===== config.mk =====
export PLATFORM = sky130hd
export DESIGN_NAME = radix4_booth_accumulator
export DESIGN_NICKNAME = d
export VERILOG_FILES = /design/src/rtl/radix4_booth_pkg.sv /design/src/rtl/radix4_booth_accumulator.sv
export SDC_FILE = /design/constraint.sdc
export NUM_CORES = 1
export LEC_CHECK = 0
export BUFFER_PORTS_ARGS = -buffer_cell sky130_fd_sc_hd__buf_2
export CELL_PAD_IN_SITES_DETAIL_PLACEMENT = 1
export CELL_PAD_IN_SITES_GLOBAL_PLACEMENT = 2
export CORE_MARGIN = 1
export CORE_UTILIZATION = 33
export CTS_CLUSTER_DIAMETER = 200
export DETAILED_ROUTE_END_ITERATION = 16
export HOLD_SLACK_MARGIN = 0.08
export PLACE_DENSITY = 0.88
export SLEW_MARGIN = 40
export SYNTH_ARGS = -nofsm -noshare
export SYNTH_HDL_FRONTEND = slang
export SYNTH_SLANG_ARGS = --single-unit

===== constraint.sdc =====
create_clock -name clk -period 3.9 [get_ports clk]
set_clock_uncertainty 0.05 [all_clocks]
set_input_delay 0.195 -clock clk [delete_from_list [all_inputs] [get_ports clk]]
set_output_delay 0.195 -clock clk [all_outputs]
set_load 0.1 [all_outputs]

===== src/rtl/radix4_booth_pkg.sv =====
// Shared types and helpers for the radix-4 Booth accumulator.
// State encoding, digit/width helpers and the digit weighting term.
package radix4_booth_pkg;

  localparam int BOOTH_MAXP = 128;

  typedef enum logic {
    ACCUM,
    DONE
  } booth_acc_state_t;

  function automatic int booth_num_digits(input int width);
    return width / 2;
  endfunction

  function automatic int booth_pp_width(input int width);
    return width + 2;
  endfunction

  // Sign-extended partial product weighted by 4^dig.
  function automatic logic [BOOTH_MAXP-1:0] booth_weight_pp(
    input logic [BOOTH_MAXP-1:0] pp,
    input logic [7:0]            dig
  );
    return pp << {dig, 1'b0};
  endfunction

endpackage


===== src/rtl/radix4_booth_accumulator.sv =====
// Radix-4 Booth partial-product accumulator (valid/ready in and out).
// Optional macro RADIX4_BOOTH_ACC_EARLY_ACCEPT_EN overlaps handoff with digit 0.
module radix4_booth_accumulator
  import radix4_booth_pkg::*;
#(
  parameter int WIDTH       = 8,
  parameter int CHECK_PARAM = 1
) (
  input  logic               clk,
  input  logic               rst_n,
  input  logic               pp_valid,
  output logic               pp_ready,
  input  logic [WIDTH+1:0]   pp_data,
  output logic               prod_valid,
  input  logic               prod_ready,
  output logic [2*WIDTH-1:0] prod_data
);

  localparam int NDIG = booth_num_digits(WIDTH);
  localparam int PW   = booth_pp_width(WIDTH);
  localparam int PRW  = 2 * WIDTH;
  localparam int CW   = $clog2(NDIG) + 1;

  if (CHECK_PARAM != 0 && (WIDTH < 2 || (WIDTH % 2) != 0)) begin : g_bad_width
    $fatal(1, "radix4_booth_accumulator: WIDTH must be even and >= 2");
  end

  booth_acc_state_t state;
  logic [CW-1:0]    cnt;
  logic [PRW-1:0]   acc;

  logic [BOOTH_MAXP-1:0] pp_ext;
  logic [PRW-1:0]        term;

  assign pp_ext = {{(BOOTH_MAXP-PW){pp_data[PW-1]}}, pp_data};
  assign term   = PRW'(booth_weight_pp(pp_ext, 8'(cnt)));

  assign prod_valid = (state == DONE);
  assign prod_data  = acc;

`ifdef RADIX4_BOOTH_ACC_EARLY_ACCEPT_EN
  assign pp_ready = (state == ACCUM) || prod_ready;
`else
  assign pp_ready = (state == ACCUM);
`endif

  // Digit accumulation and product handoff FSM.
  always_ff @(posedge clk or negedge rst_n) begin
    if (!rst_n) begin
      state <= ACCUM;
      cnt   <= '0;
      acc   <= '0;
    end else begin
      unique case (state)
        ACCUM: begin
          if (pp_valid) begin
            acc <= acc + term;
            if (cnt == CW'(NDIG - 1)) begin
              state <= DONE;
              cnt   <= '0;
            end else begin
              cnt <= cnt + CW'(1);
            end
          end
        end
        DONE: begin
          if (prod_ready) begin
`ifdef RADIX4_BOOTH_ACC_EARLY_ACCEPT_EN
            if (pp_valid) begin
              acc <= term;
              if (NDIG == 1) begin
                state <= DONE;
                cnt   <= '0;
              end else begin
                state <= ACCUM;
                cnt   <= CW'(1);
              end
            end else begin
              acc   <= '0;
              state <= ACCUM;
            end
`else
            acc   <= '0;
            state <= ACCUM;
`endif
          end
        end
        default: begin
          state <= ACCUM;
        end
      endcase
    end
  end

endmodule


### Word level (Yosys, flattened, before mapping)

Index checks and enable logic that the tools add are counted.

| storage, ports and cells | value |
|---|---|
| bits in registers | 20 |
| logic and storage cells | 20 |

| cells by class | value |
|---|---|
| bitwise operators | 1 |
| reduce and logical (&&, ||, !) cells | 2 |
| mux-type cells | 8 |
| equal/unequal tests | 3 |
| add/sub/neg operators | 2 |
| shifts and indexed selects | 1 |

Operator list:

| kind | count |
|---|---|
| $shl 128x4->16 | 1 |
| $mux 16 | 2 |
| $pmux 16 s2 | 1 |
| $add 16x16->16 | 1 |
| $ne 2x2->1 const B | 2 |
| $reduce_and 2->1 | 2 |
| $add 3x1->3 const B | 1 |
| $eq 3x2->1 const B | 1 |
| $mux 1 | 3 |
| $mux 3 | 1 |
| $pmux 1 s2 | 1 |
| $not 1->1 | 1 |

### Longest topological paths before layout

Gate-level depths: netlist (run 1).

| depth | value |
|---|---|
| depth after elaboration | 4 |
| depth in mapped cells | 13 |
| depth with buffers taken out | 12 |

### Worst setup path after synthesis (run 1)

Ideal clock, no wire load.

| timing path | value |
|---|---|
| path type | register to register |
| from | register acc[0], in the netlist prod_data[0] |
| to | register acc[12], in the netlist prod_data[12] |
| library setup time | 0.123 ns |
| required time | 3.727 ns |
| data arrival time | 2.757 ns |
| path buffers | 0 |
| stages on the path, launching flop included | 10 |
| clock period less this slack | 2.930 ns |
| path slack | 0.970 ns |
| cells stage by stage | dfrtp_1 ha_1 inv_1 fa_1 and2b_1 o211ai_2 a21oi_2 o2111ai_1 a31o_1 a32o_1 |

| between the ends | value |
|---|---|
| longest elaborated chain between the ends | 3 |

Ends and longest elaborated chain:

| element | line | RTL |
|---|---|---|
| start, declared | radix4_booth_accumulator.sv:30 | `logic [PRW-1:0] acc;` |
| start signal, assigned | radix4_booth_accumulator.sv:57 | `acc <= acc + term;` |
| $add 16x16->16 | radix4_booth_accumulator.sv:57 |  |
| $mux 16 | radix4_booth_accumulator.sv:56 | `if (pp_valid) begin` |
| $pmux 16 s2 | radix4_booth_accumulator.sv:54 | `unique case (state)` |

No other way between the ends. The select of a mux whose other input is x is not followed.
A chain may end at the register's enable or synchronous reset.

### Worst setup path after layout (run 1)

| timing path | value |
|---|---|
| from | register cnt[0] |
| to | register acc[12], in the netlist prod_data[12] |

| between the ends | value |
|---|---|
| longest elaborated chain between the ends | 4 |

Ends and longest elaborated chain:

| element | line | RTL |
|---|---|---|
| start, declared | radix4_booth_accumulator.sv:29 | `logic [CW-1:0] cnt;` |
| start signal, assigned | radix4_booth_accumulator.sv:62 | `cnt <= cnt + CW'(1);` |
| $shl 128x4->16 | radix4_booth_pkg.sv:25 | `return pp << {dig, 1'b0};` |
| $add 16x16->16 | radix4_booth_accumulator.sv:57 |  |
| $mux 16 | radix4_booth_accumulator.sv:56 |  |
| $pmux 16 s2 | radix4_booth_accumulator.sv:54 |  |

No other way between the ends. The select of a mux whose other input is x is not followed.

==> run summary, run 1 <==
Synth Area in XOR/XNOR: 5.68%
DRC: 0
Rows: 26
number of flops mapped to enable cells by yosys: 0
reg2reg path depth: 12
TritonCTS clock tree: built
Period minus WS final: 3340 ps
Worst Setup SP: cnt[0]$_DFFE_PN0P_
CTS buffer count: 3
root buffer cell: clkbuf_8
GRT Total Usage: 18.7%
Synth Area in Simple Gates: 15.6%
# port buffers: 31
fraction of post-synthesis cell area in the top cell type by area: 27.1%
Area contributors post-synth: dfrtp_1, ha_1, mux2i_1
FF-to-FF Start: cnt[0]$_DFFE_PN0P_
Mapped Cells: 217
Core Box Area: 5240 um2
Skew-Pair Late Insertion Delay: 260 ps
Rel. slew slack: 50.9%
area delta synth->final: 15.8%
Synth cell types: 51
crit path launch type: flip-flop
CP cell instances: inv_1 > nand2_1 > nor3_1 > ha_1 > inv_1 > fa_1 > and2b_1 > o211ai_2 > a21oi_2 > o2111ai_1 > a31o_1 > a32o_1
Detailed Place HPWL: 3900 um
Most used DFF post-synth: dfrtp_1
first-pass GRT wire length: 8940 um
Synth Warn #: 0
setup TNS: 0 ps
clock-pin slew on the worst setup and hold paths: 80 ps
CP Data Arrival Time: 3440 ps
initial antenna violation count: 0
die area: 5910 um2
Hold Fails Final Rpt: 0
number of max-cap violations: 0
routed vias/inst: 5.32
# Post-CTS Setup Buffers: 0
Initial Utilization: 35.3%
Synth Register Bits: 20
setup violators final: 0
Chip Height: 76.9 um
Req. time, crit path: 4010 ps
critical path's most frequent cell: inv_1
largest area contributor in the netlist: dfrtp_1
r2r endpoint: prod_data[12]$_DFFE_PN0P_
post-synthesis sequential area ratio: 27.1%
status: finished clean
final setup margin: 561 ps
Compound-Gate Fraction of Synth Area: 26.9%
Tcrit/Tclk final: 85.6%
Final Hold Slack: 373 ps
grt total ovfl: 0
IO Count: 32
Via Count: 1682
Slew Viols, Final: 0
syn nets: 248
Reg2Reg Setup Slack: 560 ps
placed cells: 310
Tightest Pin Transition: 736 ps
worst hold-check path type: in2async
Setup CP Type: reg2reg
H-Tree Depth: 1
n_diodes: 0
Crit path max-delay family: compound AO/OA/AOI/OAI gates
Max Clk Rate: 0.299 GHz
vias in the first global route: 1761
post-synthesis area per instance: 8.52 um2
Initial DRC Count: 74
post-CTS sizing: 0
Synth Area in Adders: 11.9%
Max Root-Sink Buffers: 2
routed wire length: 5040 um
Synth Cell Area: 1850 um2
CP max stage delay: 650 ps
drt pass-1 iters: 4
RSZ-0062 raised after global routing: false
Final Non-Filler Cells: 316
worst-path cell with the longest stage delay: dfrtp_1
clock tree sinks: 20
worst-path maximum fanout: 19
async set-or-reset flop fraction in the synthesized netlist: 100%
wire per inst: 15.9 um
Placer Congestion: 0.831
mux contribution to synthesized area: 8.80%
Die Width: 76.9 um
Nets: 278
largest family of logic cells by synthesized area: compound AO/OA/AOI/OAI gates
Post-Place Setup Slack: 575 ps
largest net degree at the start of global routing: 26
post-route ant nets: 0
CP Buf/Inv Count: 2
ratio of cells with drive above 1 in the final layout: 19.9%
kind of end point of the critical path: flip-flop
-- cells in the mapped netlist (all sizes together), types with 3 or more instances --
cell,instances
nand2,23
buf,4
a21oi,19
xnor2,6
nand2b,5
ha,16
nor3,3
nand3,4
o211ai,3
mux2i,14
o21ai,20
clkbuf,6
o22ai,4
nor2,16
xor2,6
dfrtp,20
inv,8
nor2b,4
a21o,4
-- worst max path at each step --
stage	endpoint	slack [ps]	cells past startpoint
after floorplan	prod_data[12]$_DFFE_PN0P_	970	9
after global placement	prod_data[12]$_DFFE_PN0P_	590	12
after detailed placement	prod_data[12]$_DFFE_PN0P_	580	12
after CTS	prod_data[12]$_DFFE_PN0P_	550	12
after global routing	prod_data[12]$_DFFE_PN0P_	310	12
final	prod_data[12]$_DFFE_PN0P_	560	12
-- cells in the final DEF (no fill, tap or decap), drive strengths merged, types with 2 or more instances in the layout --
cell / count
buf: 33
a221oi: 2
nand2b: 5
a22o: 2
a21oi: 19
nand3: 4
nor2: 16
nand2: 23
o21a: 2
a21o: 4
nor2b: 4
dfrtp: 20
a211oi: 2
xor2: 6
o21ai: 20
dlygate4sd3: 2
inv: 8
o2111ai: 2
o211ai: 3
and2: 2
nor3: 3
xnor2: 6
o22ai: 4
a311oi: 2
mux2i: 14
mux2: 2
clkbuf: 4
a21boi: 2
ha: 16
-- routing by layer --
layer  vias to the layer above  routed length (um)  track usage [%]
met1                       805                2520             26.0
met5                         -                   0                0
met3                         2                 140             2.50
met2                        22                2350             31.2
met4                         0                  19             3.08
li1                        853                   -                -
-- sequential cells by signal (all words and copies together) (netlist names) --
signal,count
cnt,3
prod_valid,1
prod_data,16
-- through the flow --
stage	utilization [%]	instance area, um2
after floorplan	-	1850
after global placement	39.4	2060
after detailed placement	39.4	2070
after CTS	40.9	2140
after global routing	40.9	2140
final	40.9	2140
-- cells by family after synthesis --
group                    Yosys count
AO/OA/AOI/OAI                     73
XOR/XNOR                          12
adder cells (fa/ha/maj)           17
buffers and inverters             18
flip-flops                        20
multiplexers                      16
AND/OR/NAND/NOR                   61
-- final cells by class --
cell class,instances,area [um2]
Sequential cell,20,500
Fill cell,639,3100
Clock buffer,4,55.1
Inverter,8,30.0
Tap cell,70,87.6
Timing Repair Buffer,35,190
Multi-Input combinational cell,179,1280
-- what timing repair did --
| action | CTS | global route |
|---|---|---|
| endpoints found under the hold margin | 21 | 0 |
| hold buffers | 2 | 0 |
| setup endpoints to repair | 0 | 0 |
Power of run 1 is left out: the tool's default activity adds up to more than one toggle a clock period on the data nets, which glitch-free logic cannot reach.
==> inputs of run 2 (changes only) <==
- CORE_MARGIN: 1 -> 8
- RECOVER_POWER: not set -> 100
==> run summary, run 2 (same netlist as run 1, synthesis figures left out) <==
first-pass GRT wire length: 9520 um (was 8940 um)
Nets: 277 (was 278)
routed wire length: 5480 um (was 5040 um)
CTS buffer count: 3 (unchanged)
Tightest Pin Transition: 1270 ps (was 736 ps)
GRT Total Usage: 13.9% (was 18.7%)
FF-to-FF Start: cnt[0]$_DFFE_PN0P_ (unchanged)
most frequent cells in the layout: nand2_1, dfrtp_1, clkbuf_1 (was buf_2, nand2_1, dfrtp_1)
Rel. slew slack: 15.4% (was 50.9%)
commonest non-fill, non-tap cell in the layout: nand2_1 (was buf_2)
met3 routed WL: 199 um (was 140 um)
max FFs per register: 16 (unchanged)
drt pass-1 iters: 4 (unchanged)
Rows: 27 (was 26)
die area: 8260 um2 (was 5910 um2)
# Post-CTS Setup Buffers: 0 (unchanged)
routed vias/inst: 5.37 (was 5.32)
Max Root-Sink Buffers: 2 (unchanged)
post-route ant nets: 0 (unchanged)
TritonCTS clock tree: built (unchanged)
IO Count: 32 (unchanged)
Via Count: 1703 (was 1682)
RSZ-0062 raised after global routing: false (unchanged)
DRC: 0 (unchanged)
vias in the first global route: 1848 (was 1761)
final core utilization: 38.2% (was 40.9%)
number of max-cap violations: 0 (unchanged)
# port buffers: 31 (unchanged)
setup violators final: 0 (unchanged)
Req. time, crit path: 4000 ps (was 4010 ps)
clock tree sinks: 20 (unchanged)
Initial Utilization: 33.8% (was 35.3%)
Max Clk Rate: 0.293 GHz (was 0.299 GHz)
Routed met2 length: 2570 um (was 2350 um)
Tcrit/Tclk final: 87.5% (was 85.6%)
Period minus WS final: 3410 ps (was 3340 ps)
Final Non-Filler Cells: 317 (was 316)
worst-path maximum fanout: 19 (unchanged)
Hold Startpoint: pp_data[1]
Skew-Pair Late Insertion Delay: 260 ps (about the same)
ratio of cells with drive above 1 in the final layout: 9.80% (was 19.9%)
initial antenna violation count: 0 (unchanged)
clock-pin slew on the worst setup and hold paths: 90 ps (was 80 ps)
n_diodes: 0 (unchanged)
placed cells: 311 (was 310)
crit path launch type: flip-flop (unchanged)
Chip Height: 90.9 um (was 76.9 um)
M1 wire length: 2670 um (was 2520 um)
worst hold-check path type: in2reg (was in2async)
Worst Setup SP: cnt[0]$_DFFE_PN0P_ (unchanged)
CP Data Arrival Time: 3510 ps (was 3440 ps)
kind of end point of the critical path: flip-flop (unchanged)
area delta synth->final: 13.2% (was 15.8%)
register area: 500 um2 (unchanged)
Detailed Place HPWL: 4290 um (was 3900 um)
highest routed layer: met4 (unchanged)
Placer Congestion: 0.821 (was 0.831)
wire per inst: 17.3 um (was 15.9 um)
post-CTS sizing: 0 (unchanged)
largest net degree at the start of global routing: 26 (unchanged)
H-Tree Depth: 1 (unchanged)
grt total ovfl: 0 (unchanged)
Initial DRC Count: 58 (was 74)
Setup CP Type: reg2reg (unchanged)
setup TNS: 0 ps (unchanged)
Die Width: 90.9 um (was 76.9 um)
status: finished clean (unchanged)
Hold Fails Final Rpt: 0 (unchanged)
Core Box Area: 5470 um2 (was 5240 um2)
fill count: 684 (was 639)
multi-input logic area: 1260 um2 (was 1280 um2)
root buffer cell: clkbuf_8 (unchanged)
Slew Viols, Final: 0 (unchanged)
[run 2: cell types whose count changed in the layout (fill, tap and decap cells not counted)]
cell,delta
clkbuf_1,+19
buf_4,-1
o21ai_1,-3
o21ai_0,+3
o211ai_1,+1
nor2_1,+1
a21oi_1,+3
a21oi_2,-3
o211ai_2,-1
buf_2,-19
nor2_2,-1
[run 2: per-layer routing]
| layer | global-route usage (%) | vias up |
|---|---|---|
| met1 | 18.3 | 822 |
| met4 | 3.41 | 0 |
| li1 | - | 848 |
| met5 | 0 | - |
| met3 | 2.41 | 4 |
| met2 | 22.8 | 29 |
[run 2: timing repair]
action,4_1_cts,5_1_grt
endpoints found under the setup margin,0,0
hold endpoints to repair,21,0
hold buffers,2,0
[run 2: final cells by class]
type / count / area share (%)
Sequential cell: 20 / 23.9
Multi-Input combinational cell: 179 / 60.1
Timing Repair Buffer: 34 / 7.59
Tap cell: 72 / 4.30
Clock buffer: 4 / 2.63
Inverter: 8 / 1.43
[run 2: path summary, 6_finish.rpt]
| check | cells past startpoint | slack, ps | endpoint |
|---|---|---|---|
| max in group asynchronous | 2 | 2380 | prod_data[12]$_DFFE_PN0P_ |
| min reg2reg | 2 | 480 | prod_data[8]$_DFFE_PN0P_ |
| max reg2reg | 12 | 490 | prod_data[10]$_DFFE_PN0P_ |
| max | 12 | 490 | prod_data[10]$_DFFE_PN0P_ |
| min | 4 | 430 | prod_data[1]$_DFFE_PN0P_ |
| min in group asynchronous | 2 | 670 | prod_data[1]$_DFFE_PN0P_ |
[run 2: worst max-delay path, stage by stage, from the launching register on]
cell	delay, ps
dfrtp_1	820
inv_1	280
nand2_1	150
nor3_1	60
ha_1	260
inv_1	80
fa_1	190
and2b_1	200
o211ai_1	230
a21oi_1	150
nor2_1	340
o21ai_0	170
a221o_1	300
[run 2: metrics by stage]
stage | setup WS (ps) | hold slack (ps) | cell area (um2)
2_1_floorplan | 970 | -151 | 1850
4_1_cts | 562 | 399 | 2140
3_3_place_gp | 634 | 149 | 2060
5_1_grt | 165 | 468 | 2090
3_5_place_dp | 594 | 154 | 2060
6_report | 488 | 429 | 2090
Power of run 2 is left out for the same reason.
==> inputs of run 3 (changes only) <==
- CORE_UTILIZATION: 33 -> 35
- CTS_BUF_LIST: not set -> sky130_fd_sc_hd__clkbuf_4
- PLACE_DENSITY: 0.88 -> 0.92
==> run summary, run 3 (same netlist as run 1, synthesis figures left out) <==
status: finished clean (unchanged)
Setup CP Type: reg2reg (unchanged)
Via Count: 1721 (was 1703)
Final Non-Filler Cells: 316 (was 317)
RSZ-0062 raised after global routing: false (unchanged)
# port buffers: 31 (unchanged)
Tcrit/Tclk final: 87.1% (was 87.5%)
placed cells: 310 (was 311)
initial antenna violation count: 0 (unchanged)
Rel. slew slack: 21.6% (was 15.4%)
clock tree sinks: 20 (unchanged)
root buffer cell: clkbuf_4 (was clkbuf_8)
kind of end point of the critical path: flip-flop (unchanged)
Core Box Area: 5110 um2 (was 5470 um2)
drt pass-1 iters: 4 (unchanged)
CTS buffer count: 3 (unchanged)
CP Data Arrival Time: 3550 ps (was 3510 ps)
grt total ovfl: 0 (unchanged)
Die Width: 88.7 um (was 90.9 um)
Tightest Pin Transition: 1180 ps (was 1270 ps)
wire per inst: 17.1 um (was 17.3 um)
crit path launch type: flip-flop (unchanged)
largest net degree at the start of global routing: 26 (unchanged)
reg2reg path depth: 12 (unchanged)
# Post-CTS Setup Buffers: 0 (unchanged)
hold depth: 4 (unchanged)
setup violators final: 0 (unchanged)
Rows: 26 (was 27)
Chip Height: 88.7 um (was 90.9 um)
setup TNS: 0 ps (unchanged)
Detailed Place HPWL: 4270 um (was 4290 um)
Hold Startpoint: pp_valid (was pp_data[1])
Slew Viols, Final: 0 (unchanged)
Nets: 278 (was 277)
Period minus WS final: 3400 ps (was 3410 ps)
DRC: 0 (unchanged)
IO Count: 32 (unchanged)
routed vias/inst: 5.45 (was 5.37)
die area: 7870 um2 (was 8260 um2)
FF-to-FF Start: cnt[0]$_DFFE_PN0P_ (unchanged)
H-Tree Depth: 1 (unchanged)
Skew-Pair Late Insertion Delay: 310 ps (was 260 ps)
area delta synth->final: 13.5% (was 13.2%)
routed wire length: 5420 um (was 5480 um)
Worst Hold End: cnt[1]$_DFFE_PN0P_ (was prod_data[1]$_DFFE_PN0P_)
Placer Congestion: 0.890 (was 0.821)
r2r endpoint: prod_data[10]$_DFFE_PN0P_ (unchanged)
Max Root-Sink Buffers: 2 (unchanged)
n_diodes: 0 (unchanged)
Reg2Reg Setup Slack: 500 ps (was 490 ps)
first-pass GRT wire length: 9120 um (was 9520 um)
number of max-cap violations: 0 (unchanged)
Initial Utilization: 36.2% (was 33.8%)
Worst Setup SP: cnt[0]$_DFFE_PN0P_ (unchanged)
clock-pin slew on the worst setup and hold paths: 130 ps (was 90 ps)
Initial DRC Count: 63 (was 58)
TritonCTS clock tree: built (unchanged)
ratio of cells with drive above 1 in the final layout: 10.6% (was 9.80%)
worst-path maximum fanout: 19 (unchanged)
Hold Fails Final Rpt: 0 (unchanged)
commonest non-fill, non-tap cell in the layout: nand2_1 (unchanged)
final core utilization: 41.1% (was 38.2%)
Req. time, crit path: 4060 ps (was 4000 ps)
most frequent cells in the layout: nand2_1, dfrtp_1, o21ai_0, clkbuf_1, a21oi_1 (was nand2_1, dfrtp_1, clkbuf_1)
vias in the first global route: 1808 (was 1848)
GRT Total Usage: 14.7% (was 13.9%)
post-route ant nets: 0 (unchanged)
max FFs per register: 16 (unchanged)
worst hold-check path type: in2reg (unchanged)
Max Clk Rate: 0.294 GHz (was 0.293 GHz)
post-CTS sizing: 0 (unchanged)
==> run 3: changes by cell type in the layout (fill, tap and decap cells not counted), sizes merged <==
cell	previous run	this run
clkbuf	23	22
bufinv	0	1
buf	13	14
==> run 3: layer usage <==
metal  routed length (um)  vias to the layer above  track usage (%)
met4                   21                        0             2.76
li1                     -                      850                -
met5                    0                        -                0
met2                 2500                       27             24.1
met1                 2670                      842             19.6
met3                  219                        2             2.51
==> run 3: layout make-up <==
class / count / area [um2]
Fill cell: 658 / 3010
Multi-Input combinational cell: 179 / 1260
Sequential cell: 20 / 500
Clock buffer: 3 / 22.5
Tap cell: 70 / 87.6
Inverter: 8 / 30.0
Timing Repair Buffer: 35 / 166
Clock inverter: 1 / 30.0
==> run 3: worst max-delay path, cell delays in order (launching register included) <==
cell and delay [ps]:
dfrtp_1 660, inv_1 280, nand2_1 120, nor3_1 210, ha_1 260, inv_1 70, fa_1 390, and2b_1 240
o211ai_1 120, a21oi_1 220, nor2_1 160, o2111a_1 270, a221o_1 260
==> run 3: timing repair <==
item / 4_1_cts / 5_1_grt
hold endpoints to repair: 21 / 0
hold buffers: 2 / 0
endpoints found under the setup margin: 0 / 0
==> run 3: worst max path at each step <==
stage	end	slack, ps	cells past startpoint
2_1_floorplan	prod_data[12]$_DFFE_PN0P_	970	9
3_3_place_gp	prod_data[12]$_DFFE_PN0P_	680	12
3_5_place_dp	prod_data[12]$_DFFE_PN0P_	590	12
4_1_cts	prod_data[12]$_DFFE_PN0P_	540	12
5_1_grt	prod_data[13]$_DFFE_PN0P_	220	11
6_report	prod_data[10]$_DFFE_PN0P_	500	12
==> run 3: metrics by stage <==
stage	hold slack, ps	cell area, um2	worst slack [ps]
after floorplan	-151	1850	970
after global placement	143	2060	679
after detailed placement	143	2060	586
after CTS	322	2140	536
after global routing	381	2100	219
final	367	2100	503
Power of run 3 is left out for the same reason.
